$ cat src/rtl/rr_dispatcher.sv
// 1-to-2 round-robin dispatcher: splits one valid/ready stream over ports A and B,
// each with a 2-entry FIFO. Define RR_DISPATCH_STRICT_ALT_EN for strict A,B,A,B alternation.
module rr_dispatcher #(
  parameter int DATA_WIDTH = 16
) (
  input  logic                  aclk,
  input  logic                  areset_n,
  input  logic                  prev_valid_i,
  output logic                  prev_ready_o,
  input  logic [DATA_WIDTH-1:0] prev_data_i,
  output logic                  A_next_valid_o,
  input  logic                  A_next_ready_i,
  output logic [DATA_WIDTH-1:0] A_next_data_o,
  output logic                  B_next_valid_o,
  input  logic                  B_next_ready_i,
  output logic [DATA_WIDTH-1:0] B_next_data_o
);

  logic [1:0]            a_cnt_q, a_cnt_d, b_cnt_q, b_cnt_d;
  logic                  a_wr_q, a_wr_d, a_rd_q, a_rd_d;
  logic                  b_wr_q, b_wr_d, b_rd_q, b_rd_d;
  logic                  tgt_q, tgt_d;
  logic [DATA_WIDTH-1:0] a_mem_q [2];
  logic [DATA_WIDTH-1:0] a_mem_d [2];
  logic [DATA_WIDTH-1:0] b_mem_q [2];
  logic [DATA_WIDTH-1:0] b_mem_d [2];

  logic a_space, b_space, sel_b, sel_ok;
  logic push, a_push, b_push, a_pop, b_pop;

  // Space is judged on the registered count only, so ready never depends on the consumers.
  assign a_space = (a_cnt_q != 2'd2);
  assign b_space = (b_cnt_q != 2'd2);

  always_comb begin
    sel_b  = tgt_q;
    sel_ok = 1'b0;
`ifdef RR_DISPATCH_STRICT_ALT_EN
    sel_ok = tgt_q ? b_space : a_space;
`else
    if (tgt_q ? b_space : a_space) begin
      sel_ok = 1'b1;
    end else if (tgt_q ? a_space : b_space) begin
      sel_b  = ~tgt_q;
      sel_ok = 1'b1;
    end
`endif
  end

  assign prev_ready_o   = sel_ok & areset_n;
  assign push           = prev_valid_i & prev_ready_o;
  assign a_push         = push & ~sel_b;
  assign b_push         = push & sel_b;
  assign A_next_valid_o = (a_cnt_q != 2'd0);
  assign B_next_valid_o = (b_cnt_q != 2'd0);
  assign a_pop          = A_next_valid_o & A_next_ready_i;
  assign b_pop          = B_next_valid_o & B_next_ready_i;
  assign A_next_data_o  = A_next_valid_o ? a_mem_q[a_rd_q] : '0;
  assign B_next_data_o  = B_next_valid_o ? b_mem_q[b_rd_q] : '0;

  always_comb begin
    a_cnt_d = a_cnt_q + {1'b0, a_push} - {1'b0, a_pop};
    b_cnt_d = b_cnt_q + {1'b0, b_push} - {1'b0, b_pop};
    a_wr_d  = a_wr_q ^ a_push;
    b_wr_d  = b_wr_q ^ b_push;
    a_rd_d  = a_rd_q ^ a_pop;
    b_rd_d  = b_rd_q ^ b_pop;
    tgt_d   = push ? ~sel_b : tgt_q;
    a_mem_d = a_mem_q;
    b_mem_d = b_mem_q;
    if (a_push) a_mem_d[a_wr_q] = prev_data_i;
    if (b_push) b_mem_d[b_wr_q] = prev_data_i;
  end

  always_ff @(posedge aclk or negedge areset_n) begin
    if (!areset_n) begin
      a_cnt_q <= 2'd0;
      b_cnt_q <= 2'd0;
      a_wr_q  <= 1'b0;
      a_rd_q  <= 1'b0;
      b_wr_q  <= 1'b0;
      b_rd_q  <= 1'b0;
      tgt_q   <= 1'b0;
    end else begin
      a_cnt_q <= a_cnt_d;
      b_cnt_q <= b_cnt_d;
      a_wr_q  <= a_wr_d;
      a_rd_q  <= a_rd_d;
      b_wr_q  <= b_wr_d;
      b_rd_q  <= b_rd_d;
      tgt_q   <= tgt_d;
    end
  end

  // Payload storage carries no reset; outputs are masked to zero while a port is empty.
  always_ff @(posedge aclk) begin
    a_mem_q <= a_mem_d;
    b_mem_q <= b_mem_d;
  end

endmodule

$ cat config.mk
export PLATFORM = sky130hd
export DESIGN_NAME = rr_dispatcher
export DESIGN_NICKNAME = d
export VERILOG_FILES = /design/src/rtl/rr_dispatcher.sv
export SDC_FILE = /design/constraint.sdc
export NUM_CORES = 1
export LEC_CHECK = 0
export BUFFER_PORTS_ARGS = -buffer_cell sky130_fd_sc_hd__buf_2
export CAP_MARGIN = 20
export CORE_ASPECT_RATIO = 2
export CORE_MARGIN = 5
export CORE_UTILIZATION = 25
export DETAILED_ROUTE_END_ITERATION = 10
export PLACE_DENSITY_LB_ADDON = 0.1
export SLEW_MARGIN = 20
export SYNTH_ARGS = -nofsm -noshare
export SYNTH_HDL_FRONTEND = slang
export SYNTH_SLANG_ARGS = --single-unit
export TNS_END_PERCENT = 10
$ cat constraint.sdc
create_clock -name aclk -period 2.4 [get_ports aclk]
set_input_delay 0.24 -clock aclk [delete_from_list [all_inputs] [get_ports aclk]]
set_output_delay 0.24 -clock aclk [all_outputs]
set_load 0.01 [all_outputs]
# After elaboration in Yosys (flattened, before gate mapping)
# Cells that the tools add are included.
# totals
register_bits	73
latchBits	0
ramBits	0
mem_bits_ro	0
inputBits	21
out_inout_bits	35
wordCells	63
mem_count	0
# op_classes
n_addsub	4
multipliers	0
div	0
order_cmp	6
n_eq_ne	2
n_shift	0
n_mux	20
bitwise	16
n_reduce_logical	4
# ops
operator	n
$mux W16	10
$bwmux W32	2
$demux W16 S1	2
$ge A2 B2 Y1 const B	4
$not A1 Y2	4
$and A1 B1 Y1	6
$mux W1	6
$add A2 B1 Y2	2
$lt A2 B1 Y1 const B	2
$ne A2 B2 Y1 const B	2
$reduce_bool A2 Y1	2
$sub A2 B1 Y2	2
$xor A1 B1 Y1	4
$logic_and A1 B1 Y1	2
$not A1 Y1	2

# Depth between registers and ports, before layout
# depth
ltp_word	9
depth_mapped	8
depth_no_buf	8

# Least setup slack after synthesis
# Ideal clock, no wire load.
# synth_path
path_type	reg2reg
start	register a_cnt_q[1]
end	register a_mem_q[0] (netlist name) (enable)
setup_ps	374
arrival_ps	1379
t_required_ps	2026
path_slack_ps	648
stages_incl_launch_ff	5
n_path_buf	0
period_less_slack_ps	1752
path_cell_list	dfrtp_1 nor2b_4 nand3b_4 a21oi_1 ha_1
# synth_via
elab_chain_cells	7
elab_cells_between_ends	11
cone_classes	1 x eq/ne; 6 x mux; 4 x bitwise
# synth_rtl
element	line_no	text
from (decl)	19	logic [1:0] a_cnt_q, a_cnt_d, b_cnt_q, b_cnt_d;
from (signal assigned)	85	a_cnt_q <= a_cnt_d;
$ne A2 B2 Y1 (*)	32	assign a_space = (a_cnt_q != 2'd2);
$mux W1 (2 in a row)	43	end else if (tgt_q ? a_space : b_space) begin
$mux W1	41	if (tgt_q ? b_space : a_space) begin
$and A1 B1 Y1	50	assign prev_ready_o = sel_ok & areset_n;
$and A1 B1 Y1	51	assign push = prev_valid_i & prev_ready_o;
$and A1 B1 Y1 (*)	52	assign a_push = push & ~sel_b;
to (signal assigned)	97	a_mem_q <= a_mem_d;
to (decl)	23	logic [DATA_WIDTH-1:0] a_mem_q [2];
# Mark *: on every way between the ends. The rest lies on a longest branch, timed or not.
# A chain may end at the register's enable or synchronous reset.

# Final worst setup path
# layout_path
start	register a_rd_q
end	output A_next_data_o[4]
# layout_via
elab_chain_cells	5
# layout_rtl
element	line_no	text
from (decl)	20	logic a_wr_q, a_wr_d, a_rd_q, a_rd_d;
from (signal assigned)	88	a_rd_q <= a_rd_d;
$not A1 Y2 (not written as such)	58	assign A_next_data_o = A_next_valid_o ? a_mem_q[a_rd_q] : '0;
$mux W16 (not written as such) (3 in a row)	58	
$mux W16	58	
to (decl)	13	output logic [DATA_WIDTH-1:0] A_next_data_o,
# Every way passes these cells. The select of a mux whose other input is x is not followed.

==> results.json <==
{
  "status": "complete, no violations",
  "power.leakage_nw": 1.54,
  "row_count": 56,
  "p_total_mw": 4.43,
  "synth_area_leaders": "edfxtp_1 (64%), mux2i_1 (11%), dfrtp_1 (7.6%)",
  "p_int_mw": 2.95,
  "fmax_mhz": 499,
  "grt_pass1_wl_um": 9850,
  "ys_types": 20,
  "yosysWarnings": 0,
  "grt_max_degree": 18,
  "seq_power_share": 0.398,
  "ys.flop_type": "edfxtp_1",
  "synth_top_area_share": 0.645,
  "setup_violations": 0,
  "period_needed_ps": 2010,
  "ant_nets": 0,
  "worst_pin_slew_ps": 538,
  "viasPerCell": 4.03,
  "overflow": 0,
  "cp.arrival_ps": 1770,
  "fin_cells": 399,
  "post_drt_wl_per_cell_um": 15.9,
  "cts_inserted_buffers": 9,
  "synthArstFlopShare": 0.123,
  "yosysMostFrequentCell": "edfxtp_1",
  "cts_resized": 0,
  "slew_headroom": 0.641,
  "post-route-period-util": 0.836,
  "postSynthAreaPerCell_um2": 16.6,
  "finClkSkew_ps": 6.33,
  "netlist_area_mm2": 0.00298,
  "gp_congestion": 0.678,
  "clockRootBuffer": "clkbuf_16",
  "cap_viol_max_count": 0,
  "n_antenna_cell": 0,
  "grtUsageTotal": 0.0971,
  "num_io_pins": 56,
  "drcViolationCount": 0,
  "crit_required_ps": 2160,
  "switching_power_mw": 1.48,
  "synth_edf_count": 64,
  "h-tree-depth": 3,
  "start_kind": "flip-flop",
  "cts_tree": "done",
  "cts.sinks": 73,
  "dieArea_mm2": 0.0143,
  "syn_to_final_growth_pct": 24.2,
  "rsz0062_at_grt": "false",
  "power_per_cell_area_mw_per_mm2": 1200,
  "firstDrtPassIters": 4,
  "drive_gt1_frac": 0.327,
  "post_cts_buffers": 0,
  "drtIter0Drc": 73,
  "yosysSeqAreaShare": 0.720,
  "swShare": 0.334,
  "worstHoldPathType": "in2reg",
  "final.setup.tns_ps": 0,
  "syn_nets": 209,
  "clock_power_share": 0.260,
  "wirelength_um": 6330,
  "grt_antenna_before_repair": 0,
  "hold_violations": 0,
  "crit_type": "reg2out",
  "synth_cells": 180,
  "drv_slew": 0,
  "grt_pass1_vias": 1716,
  "placed_cells": 382,
  "clkTransAtPathRegs_ps": 50,
  "vias": 1609,
  "dp_hpwl_um": 4330,
  "start_util": 0.255,
  "dieWidth_um": 87.2,
  "clk_latency_ps": 330,
  "ys_seq_elements": 73,
  "yosys.area.top_type": "edfxtp_1",
  "layout.nets": 278,
  "critPathCaptureType": "output pin",
  "synth_common_cells": "edfxtp_1 (64), mux2i_1 (33), nor2_1 (32), dfrtp_1 (9), inv_1 (9)",
  "p_comb_frac": 0.342,
  "cp_max_fo": 9,
  "ir_drop_v": 0.000609,
  "die_height_um": 164,
  "place.port_buffers": 55,
  "coreArea_mm2": 0.0117,
  "cts_buffer_depth": 2
}
[power by group through the flow]
| stage | sequential (mW) | combinational [mW] | clock (mW) |
|---|---|---|---|
| 2_1_floorplan | 1.73 | 1.07 | 0 |
| 3_3_place_gp | 1.79 | 1.60 | 0 |
| 3_5_place_dp | 1.80 | 1.59 | 0 |
| 4_1_cts | 1.77 | 1.61 | 1.19 |
| 5_1_grt | 1.79 | 1.70 | 1.25 |
| 6_report | 1.76 | 1.52 | 1.15 |
[logic make-up after synthesis]
family,count (synthesis),share of synthesized area
compound gates,5,0.0113
xor+xnor,6,0.0176
fa+ha+maj,8,0.0336
buf+inv,15,0.0315
flops,73,0.720
mux,33,0.111
simple gates,40,0.0751
[metrics by stage]
| step | setup slack (ps) | cell area (µm²) | hold slack, ps | util |
|---|---|---|---|---|
| finish | 394 | 3700 | 133 | 0.317 |
| detailed placement | 607 | 3440 | 140 | 0.294 |
| CTS | 276 | 3700 | 123 | 0.317 |
| floorplan | 648 | 2980 | -55.6 | - |
| global route | 220 | 3700 | 125 | 0.317 |
| global placement | 628 | 3440 | 144 | 0.294 |
[cells in the final DEF (no fill, tap or decap), drive strengths merged]
cell type    instances
o31a                 1
edfxtp              64
inv                  9
and3                 1
o21a                 1
xor2                 2
dlygate4sd3          1
buf                 63
nand2b               1
clkbuf              11
nor2b                3
dfrtp                9
nor2                34
mux2i               33
ha                   8
a21oi                1
xnor2                4
nand3b               1
a21o                 1
o21ai                1
clkinv               5
[state kept, by name (all words and copies together) (netlist names)]
register / cells
a_wr_q: 1
b_mem_q: 32
tgt_q: 1
a_mem_q: 32
a_rd_q: 1
a_cnt_q: 2
b_rd_q: 1
b_cnt_q: 2
b_wr_q: 1
[critical path, stage by stage, from the launching register on]
cell	delay, ps
dfrtp_1	670
buf_4	320
mux2i_1	210
nor2_1	80
buf_2	150
[layer usage]
layer  part of all wire  GRT usage  vias up  wire length [µm]
met3              0.052     0.0334        8               332
li1                   -          -      787                 -
met1               0.37     0.0995      770              2340
met2               0.56      0.174       44              3530
met4              0.020     0.0440        0               124
met5                  0          0        -                 0
[what timing repair did]
item,in CTS,in global routing
endpoints found under the hold margin,9,0
hold buffers,1,0
endpoints found under the setup margin,0,0
[path summary, 6_finish.rpt]
| kind | from | cells past startpoint | slack, ps | end |
|---|---|---|---|---|
| worst min register to register | b_rd_q | 1 | 470 | b_rd_q |
| worst min-delay path | prev_data_i[10] | 1 | 130 | b_mem_q[26] |
| max in group asynchronous | areset_n | 2 | 1830 | b_rd_q |
| worst max register to register | a_cnt_q[1] | 8 | 620 | a_cnt_q[1] |
| worst max-delay path | a_rd_q | 4 | 390 | A_next_data_o[4] |
| min in group asynchronous | areset_n | 2 | 330 | a_cnt_q[0] |
[area by class of cell]
| type | instances | area, µm² |
|---|---|---|
| Clock buffer | 11 | 233 |
| Multi-Input combinational cell | 92 | 741 |
| Tap cell | 145 | 181 |
| Inverter | 9 | 33.8 |
| Timing Repair Buffer | 64 | 345 |
| Sequential cell | 73 | 2150 |
| Clock inverter | 5 | 22.5 |
| Fill cell | 1163 | 8000 |
Power figures use the tool's default switching activity.
